File: config.mk
export PLATFORM = sky130hd
export DESIGN_NAME = gemm_loadable_weights
export DESIGN_NICKNAME = d
export VERILOG_FILES = /design/src/rtl/gemm_loadable_weights_pkg.sv /design/src/rtl/gemm_loadable_weights_pe.sv /design/src/rtl/gemm_loadable_weights.sv
export SDC_FILE = /design/constraint.sdc
export NUM_CORES = 2
export LEC_CHECK = 0
export CORE_MARGIN = 1
export CORE_UTILIZATION = 37
export CTS_CLUSTER_SIZE = 10
export DETAILED_ROUTE_END_ITERATION = 7
export GPL_TIMING_DRIVEN = 0
export HOLD_SLACK_MARGIN = 0.05
export MAX_ROUTING_LAYER = met4
export PLACE_DENSITY = 0.63
export SYNTH_ARGS = -nofsm -noshare
export SYNTH_HDL_FRONTEND = slang
export SYNTH_SLANG_ARGS = --single-unit
File: constraint.sdc
create_clock -name clk -period 47.3 [get_ports clk]
set_input_delay 9.46 -clock clk [delete_from_list [all_inputs] [get_ports clk]]
set_output_delay 9.46 -clock clk [all_outputs]
set_load 0.02 [all_outputs]
File: src/rtl/gemm_loadable_weights_pkg.sv
// Shared types for the weight-stationary GEMM array: controller states and
// the default result-width rule.
package gemm_loadable_weights_pkg;

   typedef enum logic [1:0] {IDLE, LOAD_W, COMPUTE, DRAIN} state_t;

   function automatic int acc_width(input int sa_size, input int data_w);
      return 2 * data_w + $clog2(sa_size);
   endfunction

endpackage

File: src/rtl/gemm_loadable_weights_pe.sv
// One processing element: holds a stationary weight, forwards the activation
// rightwards and adds act*weight into the partial sum flowing downwards.
module gemm_pe #(
   parameter int DATA_W = 8,
   parameter int ACC_W  = 18
) (
   input  logic              clk,
   input  logic              reset,
   input  logic              en,
   input  logic              w_we,
   input  logic [DATA_W-1:0] w_in,
   input  logic [DATA_W-1:0] act_in,
   input  logic [ACC_W-1:0]  psum_in,
   output logic [DATA_W-1:0] act_out,
   output logic [ACC_W-1:0]  psum_out
);

   logic [DATA_W-1:0] w_q, w_d;
   logic [DATA_W-1:0] act_q, act_d;
   logic [ACC_W-1:0]  psum_q, psum_d;

   // Operands are taken at ACC_W so the product wraps modulo 2^ACC_W.
   always_comb begin
      w_d    = w_we ? w_in : w_q;
      act_d  = act_q;
      psum_d = psum_q;
      if (en) begin
         act_d  = act_in;
         psum_d = psum_in + ACC_W'(act_in) * ACC_W'(w_q);
      end
   end

   always_ff @(posedge clk or posedge reset) begin
      if (reset) begin
         w_q    <= '0;
         act_q  <= '0;
         psum_q <= '0;
      end else begin
         w_q    <= w_d;
         act_q  <= act_d;
         psum_q <= psum_d;
      end
   end

   assign act_out  = act_q;
   assign psum_out = psum_q;

endmodule

File: src/rtl/gemm_loadable_weights.sv
// Weight-stationary SA_SIZE x SA_SIZE GEMM with a loadable weight matrix.
// Skew, PE array and deskew advance together; a stalled output freezes all.
module gemm_loadable_weights
   import gemm_loadable_weights_pkg::*;
#(
   parameter int SA_SIZE = 4,
   parameter int DATA_W  = 8,
   parameter int ACC_W   = acc_width(SA_SIZE, DATA_W)
) (
   input  logic                             clk,
   input  logic                             reset,
   input  logic                             start_load,
   input  logic                             w_valid,
   output logic                             w_ready,
   input  logic [SA_SIZE-1:0][DATA_W-1:0]   w_row,
   input  logic                             act_valid,
   output logic                             act_ready,
   input  logic [SA_SIZE-1:0][DATA_W-1:0]   act_data,
   output logic                             out_valid,
   input  logic                             out_ready,
   output logic [SA_SIZE-1:0][ACC_W-1:0]    out_data,
   output logic                             busy,
   output logic                             weights_loaded
);

   localparam int LAT   = 2 * SA_SIZE;
   localparam int CNT_W = $clog2(LAT + 2);
   localparam int ROW_W = $clog2(SA_SIZE);
   localparam logic [ROW_W-1:0] LAST_ROW = ROW_W'(SA_SIZE - 1);

   state_t           state_q, state_d;
   logic [ROW_W-1:0] row_q, row_d;
   logic             wl_q, wl_d;
   logic [CNT_W-1:0] cnt_q, cnt_d;
   logic [LAT:0]     vld_q, vld_d;
   logic             advance, act_fire, w_fire, out_fire;

   logic [DATA_W-1:0] act_h  [SA_SIZE][SA_SIZE+1];
   logic [ACC_W-1:0]  psum_v [SA_SIZE+1][SA_SIZE];

   assign advance        = !(out_valid && !out_ready);
   assign act_ready      = (state_q == COMPUTE) && advance;
   assign act_fire       = act_valid && act_ready;
   assign w_ready        = (state_q == LOAD_W);
   assign w_fire         = w_valid && w_ready;
   assign out_valid      = vld_q[LAT];
   assign out_fire       = out_valid && out_ready;
   assign busy           = (state_q != IDLE);
   assign weights_loaded = wl_q;

   always_comb begin
      state_d = state_q;
      row_d   = row_q;
      wl_d    = wl_q;
      cnt_d   = cnt_q + CNT_W'(act_fire) - CNT_W'(out_fire);
      vld_d   = advance ? {vld_q[LAT-1:0], act_fire} : vld_q;
      case (state_q)
         IDLE: if (start_load) state_d = LOAD_W;
         LOAD_W: begin
            if (w_fire) begin
               if (row_q == LAST_ROW) begin
                  state_d = COMPUTE;
                  wl_d    = 1'b1;
                  row_d   = '0;
               end else begin
                  row_d = row_q + ROW_W'(1);
               end
            end
         end
         COMPUTE: begin
            // A vector accepted in this very cycle still counts as in flight.
            if (start_load) begin
               if (cnt_q != '0 || act_fire) begin
                  state_d = DRAIN;
               end else begin
                  state_d = LOAD_W;
                  wl_d    = 1'b0;
               end
            end
         end
         DRAIN: begin
            if (cnt_q == '0) begin
               state_d = LOAD_W;
               wl_d    = 1'b0;
            end
         end
         default: state_d = IDLE;
      endcase
   end

   always_ff @(posedge clk or posedge reset) begin
      if (reset) begin
         state_q <= IDLE;
         row_q   <= '0;
         wl_q    <= 1'b0;
         cnt_q   <= '0;
         vld_q   <= '0;
      end else begin
         state_q <= state_d;
         row_q   <= row_d;
         wl_q    <= wl_d;
         cnt_q   <= cnt_d;
         vld_q   <= vld_d;
      end
   end

   for (genvar j = 0; j < SA_SIZE; j++) begin : g_row
      logic [DATA_W-1:0] sk_q [j+1];
      logic [DATA_W-1:0] sk_d [j+1];
      logic [DATA_W-1:0] act_unused;

      // Row j is delayed j+1 cycles; bubbles enter as zeros.
      always_comb begin
         sk_d = sk_q;
         if (advance) begin
            sk_d[0] = act_fire ? act_data[j] : '0;
            for (int k = 1; k <= j; k++) sk_d[k] = sk_q[k-1];
         end
      end

      always_ff @(posedge clk or posedge reset) begin
         if (reset) begin
            for (int k = 0; k <= j; k++) sk_q[k] <= '0;
         end else begin
            sk_q <= sk_d;
         end
      end

      assign act_h[j][0] = sk_q[j];
      assign act_unused  = act_h[j][SA_SIZE];

      for (genvar i = 0; i < SA_SIZE; i++) begin : g_col
         gemm_pe #(.DATA_W(DATA_W), .ACC_W(ACC_W)) u_pe (
            .clk      (clk),
            .reset    (reset),
            .en       (advance),
            .w_we     (w_fire && (row_q == ROW_W'(j))),
            .w_in     (w_row[i]),
            .act_in   (act_h[j][i]),
            .psum_in  (psum_v[j][i]),
            .act_out  (act_h[j][i+1]),
            .psum_out (psum_v[j+1][i])
         );
      end
   end

   for (genvar i = 0; i < SA_SIZE; i++) begin : g_deskew
      localparam int D = SA_SIZE - i;
      logic [ACC_W-1:0] ds_q [D];
      logic [ACC_W-1:0] ds_d [D];

      assign psum_v[0][i] = '0;

      // Column i finishes i cycles after column 0; pad so all land together.
      always_comb begin
         ds_d = ds_q;
         if (advance) begin
            ds_d[0] = psum_v[SA_SIZE][i];
            for (int k = 1; k < D; k++) ds_d[k] = ds_q[k-1];
         end
      end

      always_ff @(posedge clk or posedge reset) begin
         if (reset) begin
            for (int k = 0; k < D; k++) ds_q[k] <= '0;
         end else begin
            ds_q <= ds_d;
         end
      end

      assign out_data[i] = ds_q[D-1];
   end

endmodule

# Yosys cells after proc, flatten, opt, wreduce, memory -nomap -nowiden

Cells that the tools add are included.

Register bits: 782
Bits of input ports: 70
Word-level logic and storage cells: 151

Add/subtract/negate cells: 15
Multipliers: 16
Equality and inequality tests: 12
Mux-type cells: 18
Reductions and logical operators: 21

Operators with widths:

| kind                                                   | number |
|---|---|
| multiplier 8 x 8 -> 16 bit                             | 16 |
| adder 18 x 16 -> 18 bit                                | 8 |
| adder 16 x 16 -> 17 bit                                | 4 |
| 2-to-1 mux 8 bit                                       | 4 |
| 2-to-1 mux 2 bit                                       | 7 |
| logical AND 1 bit                                      | 9 |
| equality test 2 bit (second input constant)            | 4 |
| inequality test 2 bit (second input constant)          | 4 |
| case mux 2 bit (4 select lines)                        | 1 |
| AND reduction 6 bit                                    | 1 |
| 2-to-1 mux 1 bit                                       | 5 |
| AND reduction 5 bit                                    | 1 |
| adder 4 x 1 -> 4 bit                                   | 1 |
| equality test 2 x 1 -> 1 bit (second input constant)   | 2 |
| logical NOT 2 bit                                      | 2 |
| logical NOT 4 bit                                      | 1 |
| inequality test 2 x 1 -> 1 bit (second input constant) | 2 |
| nonzero test 4 bit                                     | 1 |
| subtractor 4 x 1 -> 4 bit                              | 1 |
| case mux 1 bit (3 select lines)                        | 1 |
| nonzero test 3 bit                                     | 1 |
| adder 2 x 1 -> 2 bit (second input constant)           | 1 |
| logical NOT 1 bit                                      | 2 |
| AND reduction 2 bit                                    | 1 |
| 2 further kinds                                        | 2 |

# Depth between registers and ports, before layout

Depth after elaboration: 9
Depth in mapped cells: 19

# By module

From an unflattened synthesis, not the netlist that was laid out.

Cell total of the unflattened synthesis: 7,781
Area total of the unflattened synthesis: 74,481.4 µm²

By module, submodules not included:

| module                               | instances | cells each | area an instance (µm²) | seq. area each (µm²) |
|---|---|---|---|---|
| gemm_pe (g_row[1].g_col[1].u_pe ...) | 8         | 409        | 3,925.0                | 850.8 |
| gemm_pe (g_row[0].g_col[0].u_pe ...) | 5         | 408        | 3,992.6                | 850.8 |
| gemm_loadable_weights                | 1         | 1,192      | 11,040.6               | 6,956.7 |
| gemm_pe (g_row[3].g_col[2].u_pe ...) | 2         | 429        | 4,043.9                | 850.8 |
| gemm_pe (g_row[3].g_col[1].u_pe)     | 1         | 419        | 3,990.1                | 850.8 |

# Worst setup path after synthesis

OpenSTA, ideal clock, no wires.

Path type: input port to output port
From: input port out_ready
To: output port act_ready
Arrival: 10.408 ns
Required time: 37.840 ns
Setup slack: 27.432 ns
Stages: 4
Path buffers: 2
Cells stage by stage: nand2b_1 -> clkbuf_1 -> clkbuf_1 -> and2_1

Cells in the longest elaborated chain, start to end: 4

RTL lines:

| what              | RTL line                    | RTL |
|---|---|---|
| from (decl)       | gemm_loadable_weights.sv:20 | `input logic out_ready,` |
| logical NOT 1 bit | gemm_loadable_weights.sv:41 | `assign advance = !(out_valid && !out_ready);` |
| logical AND 1 bit | gemm_loadable_weights.sv:41 |  |
| logical NOT 1 bit | gemm_loadable_weights.sv:41 |  |
| logical AND 1 bit | gemm_loadable_weights.sv:42 | `assign act_ready = (state_q == COMPUTE) && advance;` |
| to (decl)         | gemm_loadable_weights.sv:17 | `output logic act_ready,` |

No other way between the ends.

# Final worst setup path

Same ends and word-level chain as after synthesis.

==> results.json <==
{
  "status": "finished with violations",
  "violated_checks": "capacitance limit, slew limit",
  "r2r-start": "g_row[3].g_col[3].u_pe.w_q[0]$_DFFE_PP0P_",
  "post-cts-setup-buffer-count": 0,
  "crit_family": "buffers and inverters",
  "cp_capture_point": "act_ready",
  "core-area_um2": 184000,
  "instances_no_fill": 10400,
  "setup-tns-final_ns": 0,
  "die_area_um2": 187000,
  "fin_area_um2": 76500,
  "synth_area_leaders": "sky130_fd_sc_hd__dfrtp_1 28%, sky130_fd_sc_hd__fa_1 22%, sky130_fd_sc_hd__ha_1 11%",
  "cp_cell_sequence": "clkdlybuf4s50_1, nand2b_1, clkbuf_1, clkbuf_2, and2_1, clkdlybuf4s50_1",
  "rr_endpoint": "g_row[3].g_col[3].u_pe.psum_out[16]$_DFFE_PP0N_",
  "initial_core_util_pct": 37.4,
  "worst_setup_path_start_kind": "primary input",
  "cp_data_arrival_time_ns": 12.51,
  "postSynth.asyncResetShare_pct": 100,
  "crit_required_ns": 37.84,
  "cts_hold_repair.buffers": 0,
  "avgViaCountPerCell": 4.77,
  "tritoncts": "yes",
  "worst_slew_margin_rel_pct": -0.184,
  "cts.root.buffer_cell": "sky130_fd_sc_hd__clkbuf_16",
  "vdd_ir_drop_max_v": 0.0000298,
  "min-delay-path-class": "reg2reg",
  "dp_hpwl_mm": 150,
  "clock_latency_ns": 0.74,
  "period_share_pct": 46.4,
  "postPlaceCellArea_um2": 73500,
  "setup.worst_path.end_class": "primary output",
  "fmax_mhz": 45.5,
  "dp_cells": 10200,
  "yosys_warnings": 0,
  "die_x_um": 433,
  "yosys.cell_types.count": 74,
  "drc": 0,
  "synth_cells": 7615,
  "layout.cells.most_common_list": "1653 x sky130_fd_sc_hd__nand2_1, 1419 x sky130_fd_sc_hd__inv_1, 778 x sky130_fd_sc_hd__dfrtp_1",
  "slew_violations": 10,
  "first_global_vias": 50900,
  "nNetsFinal": 9312,
  "power_density_nw_per_um2": 40.1,
  "floorplan.rows": 157,
  "timing.clock.skew_ns": 0.0415,
  "yosys_register_bits": 778,
  "initialDrtViolationCount": 3060,
  "postSynthAreaPerCell_um2": 9.03,
  "globalRoute.totalOverflow": 0,
  "drt-wirelength-per-cell_um": 17.9,
  "first_pass_grt_wire_length_mm": 293,
  "register_to_register_setup_slack_ns": 42.16,
  "number_of_antenna_violating_nets_in_the_routed_design": 0,
  "most_prevalent_standard_cell_on_the_critical_path": "sky130_fd_sc_hd__clkdlybuf4s50_1",
  "drt-pass1-iter-count": 6,
  "synth_edf_count": 0,
  "cpPeakStageDelay_ns": 0.68,
  "synthesis.area_um2": 68700,
  "area_delta_synth_final_pct": 11.4,
  "clkSinkCount": 778,
  "yosys.area.top_type_share_pct": 28.3,
  "hold_violations": 0,
  "reg2reg_depth": 17,
  "grt_usage_pct": 20.8,
  "crit_path_top_delay_cell": "sky130_fd_sc_hd__nand2b_1",
  "final-setup-viol-count": 0,
  "die_h_um": 433,
  "grt_max_degree": 128,
  "clkSlewWorstSetupHoldPaths_ns": 0.05,
  "mostFrequentLayoutCell": "sky130_fd_sc_hd__nand2_1",
  "cts-resized-gates": 0,
  "setup_repair_after_global_routing_missed_its_margin": "no",
  "drive_above_1_share_pct": 4.65,
  "place_congestion": 0.909,
  "cts.htree.levels": 3,
  "crit_path_max_fanout": 10,
  "vias": 49600,
  "synth-seq-area-share_pct": 28.3,
  "synthDominantAreaCellType": "sky130_fd_sc_hd__dfrtp_1",
  "leakage_nw": 41.2,
  "setup.worst_path.class": "in2out",
  "buffer_ports.inserted": 146,
  "tritoncts.num_buffers": 97,
  "layout_min_cycle_time_ns": 21.97,
  "drv_cap": 1,
  "stages_on_the_worst_setup_path": 6,
  "fill_cells": 18200,
  "route.final.wire_length_mm": 186,
  "grt_antenna_before_repair": 9,
  "synth_ff_type": "sky130_fd_sc_hd__dfrtp_1",
  "io_pins": 147,
  "clk_path_buf_depth": 3,
  "tightestPinTransition_ns": 1.50,
  "cp_num_buf_inv": 4,
  "synth.net_count": 9057,
  "critical_path.startpoint": "out_ready"
}
-- routing by layer --
layer,track usage (%),wire [µm],vias to the layer above
met1,27.2,84400,24500
met3,3.07,10000,260
li1,-,-,23800
met4,6.70,5580,0
met2,33.3,86400,1037
met5,-,0,-
-- power by group --
part | leakage, nW | internal [mW] | switching (mW)
Clock | 1.46 | 0.416 | 0.302
Combinational | 29.4 | 0.488 | 0.787
Sequential | 10.4 | 0.867 | 0.205
-- cell families after synthesis --
logic type | after synthesis | synth area share, %
adder cells (fa/ha/maj) | 1372 | 33.2
buffers and inverters | 1757 | 9.89
XOR/XNOR | 146 | 1.86
AND/OR/NAND/NOR | 2689 | 17.8
multiplexers | 135 | 2.20
flip-flops | 778 | 28.3
AO/OA/AOI/OAI | 738 | 6.75
-- synthesized netlist by cell type, drive strengths merged (5+ instances only) --
| cell | n |
|---|---|
| a21o | 63 |
| a21oi | 213 |
| o31a | 6 |
| o21a | 30 |
| nand3 | 38 |
| a211oi | 27 |
| nor2 | 176 |
| nand4b | 5 |
| nor3b | 12 |
| o31ai | 25 |
| ha | 623 |
| xnor2 | 72 |
| a31oi | 18 |
| a211o | 6 |
| nand3b | 6 |
| buf | 81 |
| nor4b | 5 |
| o21ai | 215 |
| and3 | 18 |
| nand2 | 1653 |
| nand2b | 33 |
| o21bai | 21 |
| o211ai | 10 |
| fa | 749 |
| mux2 | 131 |
| or3 | 12 |
| o2111ai | 6 |
| a22o | 33 |
| dfrtp | 778 |
| nor4 | 5 |
| nor3 | 37 |
| nor2b | 23 |
| nand4 | 12 |
| xor2 | 74 |
| and2 | 641 |
| clkbuf | 256 |
| a21boi | 7 |
| o22ai | 10 |
| inv | 1420 |
| o41ai | 11 |
| a221oi | 10 |
-- worst min-delay path by stage --
| stage | start | to | slack (ns) | depth (start not counted) |
|---|---|---|---|---|
| after floorplan | vld_q[7]$_DFFE_PP0N_ | vld_q[7]$_DFFE_PP0N_ | 0.43 | 2 |
| after global placement | g_deskew[0].ds_q[53]$_DFFE_PP0N_ | g_deskew[0].ds_q[53]$_DFFE_PP0N_ | 0.45 | 2 |
| after detailed placement | g_deskew[3].ds_q[7]$_DFFE_PP0N_ | g_deskew[3].ds_q[7]$_DFFE_PP0N_ | 0.46 | 2 |
| after CTS | g_row[3].sk_q[23]$_DFFE_PP0N_ | g_row[3].sk_q[15]$_DFFE_PP0N_ | 0.47 | 2 |
| after global routing | g_deskew[0].ds_q[18]$_DFFE_PP0N_ | g_deskew[0].ds_q[18]$_DFFE_PP0N_ | 0.48 | 2 |
| final | g_deskew[0].ds_q[21]$_DFFE_PP0N_ | g_deskew[0].ds_q[21]$_DFFE_PP0N_ | 0.46 | 2 |
-- stage by stage --
stage | hold WS [ns] | utilization [%] | total power, mW | worst slack, ns
2_1_floorplan | 0.430 | - | 1.88 | 16.00
3_3_place_gp | 0.449 | 39.9 | 2.32 | 7.15
3_5_place_dp | 0.456 | 40.0 | 2.36 | 25.33
4_1_cts | 0.466 | 41.6 | 3.09 | 25.31
5_1_grt | 0.481 | 41.6 | 3.30 | 25.30
6_report | 0.461 | 41.6 | 3.07 | 25.33
-- tightest hold or removal path: cells and delay by family, from the launching register on --
| kind | cells | cell delay [ns] |
|---|---|---|
| DFF | 1 | 0.34 |
| and+or+nand+nor | 2 | 0.09 |
-- flip-flops by register name, summed over array words and instances, names as in the netlist, 4 cells and up --
| name | cells |
|---|---|
| act_h | 24 |
| cnt_q | 4 |
| g_deskew.ds_q | 126 |
| g_row.g_col.u_pe.act_out | 96 |
| g_row.g_col.u_pe.psum_out | 276 |
| g_row.g_col.u_pe.w_q | 128 |
| g_row.sk_q | 56 |
| out_data | 54 |
| vld_q | 9 |
-- area by class of cell --
class                           instances  area (µm²)  share of cell area, %
Timing Repair Buffer                  156        1720                   2.24
Buffer                                337        1480                   1.94
Sequential cell                       778       19500                   25.4
Inverter                             1420        5340                   6.97
Clock buffer                          116        2620                   3.42
Clock inverter                         27         355                  0.464
Multi-Input combinational cell       5080       42500                   55.5
Tap cell                             2464        3080                   4.03
Antenna cell                            5        12.5                 0.0163
Power figures use the tool's default switching activity.
